$ cat src/rtl/serial_add_sub.sv
// serial_add_sub: bit-serial adder/subtractor using one full-adder slice, LSB first
module serial_add_sub #(
    parameter int WIDTH = 8
) (
    input  logic             clk,
    input  logic             rst,
    input  logic             start,
    input  logic             sub,
    input  logic [WIDTH-1:0] a,
    input  logic [WIDTH-1:0] b,
    output logic             busy,
    output logic             done,
    output logic [WIDTH-1:0] result,
    output logic             cout,
    output logic             overflow
);
    localparam int CW = $clog2(WIDTH);
    typedef enum logic [1:0] {IDLE, RUN, DONE} state_t;
    state_t           state_q;
    logic [WIDTH-1:0] opa_q, opb_q, sum_q, result_q;
    logic [CW-1:0]    cnt_q;
    logic             carry_q, busy_q, done_q, cout_q, ovf_q;
    logic             s_d, carry_d;
    logic [WIDTH-1:0] sum_d;
    // single full-adder slice on the current LSBs
    always_comb begin
        s_d     = opa_q[0] ^ opb_q[0] ^ carry_q;
        carry_d = (opa_q[0] & opb_q[0]) | (carry_q & (opa_q[0] ^ opb_q[0]));
        sum_d   = {s_d, sum_q[WIDTH-1:1]};
    end
    // control FSM and datapath; carry_q on the MSB step is the carry into the MSB
    always_ff @(posedge clk) begin
        if (rst) begin
            state_q  <= IDLE;
            opa_q    <= '0;
            opb_q    <= '0;
            sum_q    <= '0;
            cnt_q    <= '0;
            carry_q  <= 1'b0;
            busy_q   <= 1'b0;
            done_q   <= 1'b0;
            result_q <= '0;
            cout_q   <= 1'b0;
            ovf_q    <= 1'b0;
        end else begin
            case (state_q)
                RUN: begin
                    opa_q   <= opa_q >> 1;
                    opb_q   <= opb_q >> 1;
                    sum_q   <= sum_d;
                    carry_q <= carry_d;
                    cnt_q   <= cnt_q + 1'b1;
                    if (cnt_q == CW'(WIDTH - 1)) begin
                        state_q  <= DONE;
                        busy_q   <= 1'b0;
                        done_q   <= 1'b1;
                        result_q <= sum_d;
                        cout_q   <= carry_d;
                        ovf_q    <= carry_q ^ carry_d;
                    end
                end
                default: begin
                    done_q <= 1'b0;
                    if (start) begin
                        state_q <= RUN;
                        busy_q  <= 1'b1;
                        opa_q   <= a;
                        opb_q   <= sub ? ~b : b;
                        carry_q <= sub;
                        cnt_q   <= '0;
                        sum_q   <= '0;
                    end else begin
                        state_q <= IDLE;
                    end
                end
            endcase
        end
    end
    assign busy     = busy_q;
    assign done     = done_q;
    assign result   = result_q;
    assign cout     = cout_q;
    assign overflow = ovf_q;
endmodule
$ cat config.mk
export PLATFORM = sky130hd
export DESIGN_NAME = serial_add_sub
export DESIGN_NICKNAME = d
export VERILOG_FILES = /design/src/rtl/serial_add_sub.sv
export SDC_FILE = /design/constraint.sdc
export NUM_CORES = 1
export LEC_CHECK = 0
export ABC_CLOCK_PERIOD_IN_PS = 3400
export CAP_MARGIN = 30
export CELL_PAD_IN_SITES_DETAIL_PLACEMENT = 0
export CELL_PAD_IN_SITES_GLOBAL_PLACEMENT = 2
export CORE_UTILIZATION = 33
export CTS_CLUSTER_DIAMETER = 100
export DETAILED_ROUTE_END_ITERATION = 8
export HOLD_SLACK_MARGIN = 0.12
export PLACE_DENSITY_LB_ADDON = 0.1
export SLEW_MARGIN = 15
export SYNTH_ARGS = -nofsm -noshare
export SYNTH_HDL_FRONTEND = slang
export SYNTH_SLANG_ARGS = --single-unit
$ cat constraint.sdc
create_clock -name clk -period 3.4 [get_ports clk]
set_clock_uncertainty 0.05 [all_clocks]
set_input_delay 0.51 -clock clk [delete_from_list [all_inputs] [get_ports clk]]
set_output_delay 0.51 -clock clk [all_outputs]
set_load 0.01 [all_outputs]
After elaboration in Yosys (flattened, before gate mapping)
Index checks and enable logic that the tools add are counted.
{"block": "classes", "n_mux": 17, "bitwise": 8, "reduce_logical": 5, "add_sub_neg": 1, "n_eq_ne": 3}
{"cell": "7-bit 2-to-1 mux", "count": 4}
{"cell": "8-bit 2-to-1 mux", "count": 3}
{"cell": "8-bit NOT", "count": 1}
{"cell": "1-bit 2-to-1 mux", "count": 6}
{"cell": "3-bit 2-to-1 mux", "count": 2}
{"cell": "2-bit 2-to-1 mux", "count": 2}
{"cell": "2-bit AND reduction", "count": 2}
{"cell": "2-bit OR reduction", "count": 2}
{"cell": "3-bit by 1-bit adder with 3-bit output (second input constant)", "count": 1}
{"cell": "3-bit equality test (second input constant)", "count": 1}
{"cell": "1-bit bitwise XOR", "count": 3}
{"cell": "1-bit AND", "count": 2}
{"cell": "2-bit by 1-bit equality test with 1-bit output (second input constant)", "count": 1}
{"cell": "2-bit != test (second input constant)", "count": 1}
{"cell": "2-bit nonzero test", "count": 1}
{"cell": "1-bit NOT", "count": 1}
{"cell": "1-bit bitwise OR", "count": 1}
{"block": "word_totals", "output_inout_bits": 12, "inputBits": 20, "word_cells": 47, "ff_bits": 42}

Depth between registers and ports, before layout
Gate-level depths: netlist of the first run.
{"block": "logic_depth", "depth_word": 4, "ltp_mapped": 5, "mapped_depth_nobuf": 5}

Least setup slack after synthesis of the first run
No wires, ideal clock.
{"block": "synth_path", "path_type": "in2reg", "from": "input start", "to": "register opb_q[7]", "arrival_ps": 1136, "path_stages": 4, "path_slack_ps": 2110, "setup_ps": 103, "path_buffers": 2, "t_required_ps": 3247, "cell_sequence": "buf_4 -> buf_6 -> nor2_1 -> a2111oi_2"}
{"element": "start, declared", "line_no": "7", "rtl": "input logic start,"}
{"element": "end signal, assigned", "line_no": "49", "rtl": "opb_q <= opb_q >> 1;"}
{"element": "end signal, assigned", "line_no": "68", "rtl": "opb_q <= sub ? ~b : b;"}
{"element": "end, declared", "line_no": "20", "rtl": "logic [WIDTH-1:0] opa_q, opb_q, sum_q, result_q;"}

Final worst setup path of the first run
{"block": "layout_path", "from": "register cnt_q[0]", "to": "register ovf_q (netlist: overflow)"}
{"block": "layout_between", "elab_chain_len": 2}
{"element": "start, declared", "line_no": "21", "rtl": "logic [CW-1:0] cnt_q;"}
{"element": "start signal, assigned", "line_no": "52", "rtl": "cnt_q <= cnt_q + 1'b1;"}
{"element": "3-bit equality test", "line_no": "53", "rtl": "if (cnt_q == CW'(WIDTH - 1)) begin"}
{"element": "2-bit AND reduction (no source line)"}
{"element": "end signal, assigned", "line_no": "59", "rtl": "ovf_q <= carry_q ^ carry_d;"}
{"element": "end, declared", "line_no": "22", "rtl": "logic carry_q, busy_q, done_q, cout_q, ovf_q;"}
Every way passes these cells.
A chain may end at the register's enable or synchronous reset.

==> reports/results.txt, run 1 <==
Setup violations remaining at the end of the flow were counted as 0. The share of the clock period used by the worst path after layout was 0.541; the floorplan row count was 26. In this run the cell area of the synthesized design comes to 1780 sq um. Post-CTS repair changed the size of 0 cells.

In the final layout, the multi-input gates occupy 853 sq um. Subtracting the final worst setup slack from the clock period gives 1.84 ns. Setup slack on the critical path of the routed design comes to 1.56 ns. During I/O placement, the number of pins put on the boundary was 32.

The overall power came out at 1.03 mW. Setup repair after global routing left no endpoint under its margin. The number of buffers created by CTS was 5.

At the later pin of the worst-skew pair, clock insertion delay measures 0.29 ns. In the synthesized netlist, the number of instances is 199. Required time at the worst-slack endpoint: 3.52 ns.

Half-perimeter wire length after placement: 2260 um. The final hold violation count was 0; the mean number of vias per cell was 4.85. Register bit count reported by yosys: 41.

Fraction of layout cells with a size suffix above 1: 0.0578. The run gives 0 as the number of routed nets with antenna violations. Worst hold-check path type: flop to flop.

Max-cap violations in this run came to 0. For the maximum clock path buffer count, the log shows 2. The floorplan step set the die width to 75.5 um.

The worst setup path is captured at a flop. The logs give 0 for the post-cts hold buffer count and 0.226 mV for the maximum VDD drop. The logs give 0.346 for the effective utilization at floorplan and 64 for the first-iteration detailed-routing DRC count. The distinct cell type count of the synthesized netlist was 23. TritonCTS built the clock tree. The number of antenna diodes in the final layout is 0.

The portion of the post-synthesis area used by sequential elements is 0.461. The critical path goes through ha_1, ha_1, nand3b_1, nand2_1, a21oi_1. The longest individual stage delay on the worst path works out to 0.45 ns. The number of global-route vias before repair is 1329. Relative to the synthesized area, the layout overhead comes to 25.2%.

For this block, the routed nets add up to 3530 um of wire. Post-placement worst setup slack: 1.34 ns. Clock tree synthesis selected as its root buffer the cell sky130_fd_sc_hd__clkbuf_8. The clock slew at the register clock pins of the worst setup and hold paths was 0.08 ns; the maximum number of pins on one net before global-route repair was 39. The critical path in this run is classified as flop to flop. The logs give 5910 um for the global-route wire length before repair and 0 for the count of warnings emitted by yosys. The sequential cells in the finished layout cover a total of 821 sq um. The last weighted congestion value of the routability-driven placer was 0.673. The number of levels in the clock H-tree came out at 2. The dominant cell type by count on the critical path is sky130_fd_sc_hd__ha_1. The relative slew slack came out at 0.619. The net count of the finished layout is 248. The number of filler instances in the final layout was 531; the standby leakage power was 0.808 nW. The filler-free cell count of the finished design was 295. The global-route congestion overflow total was 0. The number of antenna violations at the first check in global routing is 0.

The total area inside the core boundary comes to 5140 sq um. Of all nets on the critical path, the largest fanout is 12. In the final routed layout, each cell accounts on average for 11.9 um. Measured along the y axis, the die boundary spans 75.5 um.

The first detailed-routing pass ran for 4 iterations. For the number of placed instances with taps included, the log shows 287. Based on the critical path, the design can be clocked at up to 543 MHz. The max-slew violation total from the final report was 0.

The arrival time at the worst endpoint is 1.96 ns. For this design, the slowest cell found on the critical path is sky130_fd_sc_hd__ha_1. The run gives 223 as the total nets after synthesis.

STA classifies the critical path startpoint as a flop. Post-CTS timing repair inserted 0 buffers for setup. Total negative slack for setup checks: 0 ns.

Across all layers, the routed design uses 1431 vias. For the area of the die, the log shows 5690 sq um. The run finished with clean final reports. The final routed DRC violation total was 0. The slew at the pin closest to its max-slew limit was 0.570 ns. Dividing total power by cell area gives a power density of 463 nW/um^2.

After synthesis, the mean cell area works out to 8.95 sq um. The total routing resource utilization after global routing was 0.138. During placement, the flow inserted port buffers numbering 31. The tree built by TritonCTS fans out to 41 sinks.
## cells in the mapped netlist
library cell                number  share of area
sky130_fd_sc_hd__a2111oi_2       1         0.0084
sky130_fd_sc_hd__clkbuf_1        7          0.015
sky130_fd_sc_hd__xor2_1          1         0.0049
sky130_fd_sc_hd__buf_6           3          0.019
sky130_fd_sc_hd__inv_1           1         0.0021
sky130_fd_sc_hd__a21oi_1        28          0.079
sky130_fd_sc_hd__fa_1            1          0.011
sky130_fd_sc_hd__nor2b_2         1         0.0049
sky130_fd_sc_hd__nand2b_1        2         0.0070
sky130_fd_sc_hd__buf_2           4          0.011
sky130_fd_sc_hd__buf_4           3          0.013
sky130_fd_sc_hd__nor3_1          3         0.0084
sky130_fd_sc_hd__nor2_1         18          0.038
sky130_fd_sc_hd__a211o_1         7          0.034
sky130_fd_sc_hd__mux2i_1         9          0.051
sky130_fd_sc_hd__nand3b_1       11          0.046
sky130_fd_sc_hd__o21ai_0         1         0.0028
sky130_fd_sc_hd__xnor2_1         8          0.039
sky130_fd_sc_hd__nand2_1        27          0.057
sky130_fd_sc_hd__ha_1            3          0.021
sky130_fd_sc_hd__nand3_1        10          0.028
sky130_fd_sc_hd__dfxtp_1        41           0.46
sky130_fd_sc_hd__a211oi_1        9          0.038
## logic make-up after synthesis
kind of cell | share of synthesized area
buffers and inverters | 0.0597
adders and majority gates | 0.0323
and+or+nand+nor | 0.190
xor gates and xnor gates | 0.0443
AOI/OAI and AO/OA | 0.162
DFF | 0.461
muxes | 0.0506
## layer usage
metal  vias to the layer above  GRT usage  wire [um]
li1                        735          -          -
met1                       660      0.178       1760
met2                        30      0.216       1540
met3                         6     0.0317        157
met4                         0     0.0741         68
met5                         -          0          0
## area by class of cell
type | count | area share
repair buffers | 35 | 0.156
clock inverters | 1 | 0.0135
well taps | 70 | 0.0393
clock buffers | 7 | 0.0387
inverters | 1 | 0.00168
multi-input cells | 140 | 0.383
flip-flops and latches | 41 | 0.368
## flip-flops by register name, summed over array words and instances (netlist names)
name	flops
busy	1
opb_q	8
done	1
sum_q	7
overflow	1
cout	1
cnt_q	3
state_q	2
opa_q	8
carry_q	1
result	8
## critical path, delay by kind of cell (launching register included)
| family | cells | cell delay [ns] |
|---|---|---|
| adder cells (fa/ha/maj) | 2 | 0.63 |
| flip-flops | 1 | 0.35 |
| AND/OR/NAND/NOR | 2 | 0.61 |
| AO/OA/AOI/OAI | 1 | 0.07 |
## stage by stage
stage                     hold WS (ns)  area, sq um  utilization
after floorplan                  0.386         1780            -
after global placement           0.394         2100        0.408
after detailed placement         0.396         2110        0.411
after CTS                        0.407         2230        0.434
after global routing             0.428         2230        0.434
final                            0.405         2230        0.434
## where the power goes
group          leakage [nW]  internal, mW  switching (mW)  total (mW)
sequential            0.335         0.501          0.0118       0.513
combinational         0.415        0.0610          0.0590       0.120
clock                0.0585         0.239           0.162       0.401
total                 0.808         0.801           0.232        1.03
## placed cells by master (no fill, tap or decap), drive strengths merged
cell and instances:
a21oi 28, a211oi 9, a2111oi 1, fa 1
nand2b 2, clkbuf 7, dfxtp 41, nor3 3
nor2 18, xor2 1, nand2 27, nand3b 11
nor2b 1, xnor2 8, bufinv 1, clkdlybuf4s50 31
o21ai 1, nand3 10, ha 3, inv 1
buf 4, a211o 7, mux2i 9
## worst paths after layout
check	start	endpoint	slack, ns	cells past startpoint
max	cnt_q[0]	overflow	1.56	5
max reg2reg	cnt_q[0]	overflow	1.56	5
min	result[6]	result[6]	0.40	2
min reg2reg	result[6]	result[6]	0.40	2
Power figures use the tool's default switching activity.
==> run 2, diff against run 1 <==
--- a/config.mk
+++ b/config.mk
@@ -5,11 +5,11 @@
 export SDC_FILE = /design/constraint.sdc
 export NUM_CORES = 1
 export LEC_CHECK = 0
-export ABC_CLOCK_PERIOD_IN_PS = 3400
+export ABC_CLOCK_PERIOD_IN_PS = 1900
 export CAP_MARGIN = 30
 export CELL_PAD_IN_SITES_DETAIL_PLACEMENT = 0
 export CELL_PAD_IN_SITES_GLOBAL_PLACEMENT = 2
-export CORE_UTILIZATION = 33
+export CORE_UTILIZATION = 31
 export CTS_CLUSTER_DIAMETER = 100
 export DETAILED_ROUTE_END_ITERATION = 8
 export HOLD_SLACK_MARGIN = 0.12
==> constraint.sdc (replaced) <==
create_clock -name clk -period 1.9 [get_ports clk]
set_clock_uncertainty 0.05 [all_clocks]
set_input_delay 0.285 -clock clk [delete_from_list [all_inputs] [get_ports clk]]
set_output_delay 0.285 -clock clk [all_outputs]
set_load 0.01 [all_outputs]
==> run 2 against run 1 <==
- sequential power up 79%
- power up 70%
- hold slack worse by 0.00093 ns
- sequential share of layout area down 0.57 points
- highest routed layer unchanged
- critical path depth down 4
- register-to-register slack worse by 1.1 ns
- count of clock-buffer cells in the layout unchanged
- non-clock buffer count up 4
- routed wire length up 0.60%
- largest power group unchanged
- first-iteration DRC count down 13%
- largest cell class unchanged
- clock power up 54%
- setup slack worse by 1.2 ns
==> reports/results.txt, run 2 (synthesis results as in run 1) <==
The run finished with clean final reports. The effective utilization at floorplan is 0.323 (-0.0231), and the global-route wire length before repair is 6240 um (+5.5%). The run gives 0.319 ns (-1.02 ns) as the post-placement worst setup slack. The logs give 0 ns (unchanged) for the total negative slack for setup checks and 42 (+7.7%) for the maximum number of pins on one net before global-route repair.

The total power divided by cell area works out to 777 nW/um^2 (+68%). For the number of buffers created by CTS, the log shows 5 (unchanged). For the total setup violations reported at the end of the flow, the log shows 0 (unchanged).

Floorplan row count: 27 (+3.8%). The run gives 0 (unchanged) as the global-route congestion overflow total. The last weighted congestion value of the routability-driven placer was 0.670 (-0.37%); the mean number of vias per cell was 4.75 (-2.0%).

The slew at the pin closest to its max-slew limit is 0.433 ns (-0.137 ns). Based on the critical path, the design can be clocked at up to 667 MHz. The count of buffers from port buffering is 31 (unchanged), and the number of instances resized during post-cts repair is 0 (unchanged). The cell depth of the worst min-delay path is 2 (unchanged), and the first-pass detailed-route iteration total is 4 (unchanged). The share of the clock period used by the worst path after layout was 0.789; the time the final worst path needs with I/O delays and setup was 1.50 ns. Walking the worst path, the cells encountered are clkdlybuf4s50_1.

The setup slack of the critical path after layout was 0.402 ns (-1.16 ns); the routed wire length per instance was 11.8 um (-1.4%). The required time at the worst-slack endpoint came out at 1.56 ns (-1.96 ns). The tools report the maximum clock path buffer count as 2 (unchanged).

In this run the most critical hold path is launched from result[1]. The number of diodes added for antenna fixing is 0 (unchanged). Cell family with the largest share of critical-path delay: buffers and inverters. The register-to-register path setup slack was 0.45 ns (-1.11 ns); the number of cells on the worst reg-to-reg path was 5 (unchanged). The number of routed nets with antenna violations was 0 (unchanged); the number of levels in the clock H-tree was 2 (unchanged).

STA classifies the critical path endpoint as an output port. The run gives 0.710 (+0.0915) as the relative slew slack. The total routing resource utilization after global routing was 0.133 (-0.00580); the number of global-route vias before repair was 1399 (+5.3%). The terminating pin of the worst hold path was result[1].

The cell with the largest stage delay on the worst path is sky130_fd_sc_hd__clkdlybuf4s50_1. The final routed DRC violation total is 0 (unchanged), and the maximum VDD drop is 0.345 mV (+53%). TritonCTS built the clock tree. Total via count after detailed routing: 1431 (unchanged).

The nature of the critical path startpoint was a flop. The tools report the filler-free cell count of the finished design as 301 (+2.0%). The tools report the wire length after detailed routing as 3550 um (+0.60%). The run gives 5510 sq um (+7.1%) as the core box area. Setup repair after global routing left no endpoint under its margin. The tools report the number of antenna violations at the first check in global routing as 0 (unchanged).

The count of clock tree sinks was 41 (unchanged); the buffering stage count on the worst path with inverters included was 1 (+1). The most frequent standard cell in the layout excluding fill and tap cells is sky130_fd_sc_hd__dfxtp_1. The number of placed instances with taps included is 293 (+2.1%). The area growth from synthesis to layout is 27.2%. For the worst hold-check slack, the log shows 0.404 ns (-0.000934 ns).

The clock insertion delay at the later pin of the skew report is 0.28 ns (about the same). In this run the critical register-to-register path is captured at result[0]. The final hold violation count is 0 (unchanged), and the count of buffers added by post-CTS timing repair for setup is 0 (unchanged). The worst setup path is of the flop to output port kind. The post-cts hold buffer count came out at 0 (unchanged). In this run the critical register-to-register path is launched from cnt_q[0]. The tools report the half-perimeter wire length after placement as 2350 um (+3.7%). The max-slew violation total from the final report is 0 (unchanged), and the clock slew at the register clock pins of the worst setup and hold paths is 0.08 ns (about the same). The tools report the number of filler instances in the final layout as 553 (+4.1%).

The longest individual stage delay on the worst path was 0.54 ns (+0.09 ns); the first-iteration detailed-routing DRC count was 56 (-13%). The arrival time at the worst endpoint is 1.16 ns (-0.80 ns). The vertical extent of the die was 77.8 um (+3.1%). The count of maximum capacitance violations was 0 (unchanged); the area of the die was 6050 sq um (+6.3%).

Standby leakage power: 0.830 nW (+2.7%). The fraction of layout cells with a size suffix above 1 was 0.0786 (+0.0208); the width of the die was 77.8 um (+3.1%). The library cells used most frequently in the layout, excluding fill and tap cells, are 41 x sky130_fd_sc_hd__dfxtp_1, 31 x sky130_fd_sc_hd__clkdlybuf4s50_1, 28 x sky130_fd_sc_hd__a21oi_1.

The maximum net fanout on the critical path is 2 (-10). The CTS root buffer is sky130_fd_sc_hd__clkbuf_8. The final-stage net count is 252 (+1.6%), and the number of top-level pins is 32 (unchanged). In this run the worst hold path is classified as flop to flop.
run 2: worst max-delay path by stage:
stage / start / depth (start not counted) / endpoint
after floorplan: cnt_q[0] / 5 / result[0]
after global placement: start / 5 / opb_q[5]
after detailed placement: start / 5 / opb_q[5]
after CTS: result[7] / 1 / result[7]
after global routing: cnt_q[0] / 5 / result[2]
final: result[7] / 1 / result[7]
run 2: through the flow:
stage | power [mW] | utilization | area, sq um
2_1_floorplan | 1.09 | - | 1780
3_3_place_gp | 1.16 | 0.393 | 2160
3_5_place_dp | 1.17 | 0.393 | 2160
4_1_cts | 1.79 | 0.411 | 2260
5_1_grt | 1.86 | 0.411 | 2260
6_report | 1.76 | 0.411 | 2260
run 2: layer usage:
layer  GRT usage  routed length, um  vias to the layer above
li1            -                  -                      741
met1       0.140               1560                      664
met2       0.244               1850                       24
met3      0.0388                110                        2
met4      0.0528                 25                        0
met5           0                  0                        -
run 2: cell type report:
cell class,instances,area (sq um),share of cell area
multi-input combinational,140,853,0.377
clock inverter,1,5.00,0.00221
tap,72,90.1,0.0398
timing repair buffer,39,395,0.175
sequential,41,821,0.362
clock buffer,7,96.3,0.0425
inverter,1,3.75,0.00166
run 2: power breakdown:
part | internal, mW | switching (mW) | total (mW)
Combinational | 0.118 | 0.108 | 0.226
Clock | 0.328 | 0.288 | 0.616
Sequential | 0.896 | 0.0217 | 0.918
Total | 1.34 | 0.417 | 1.76
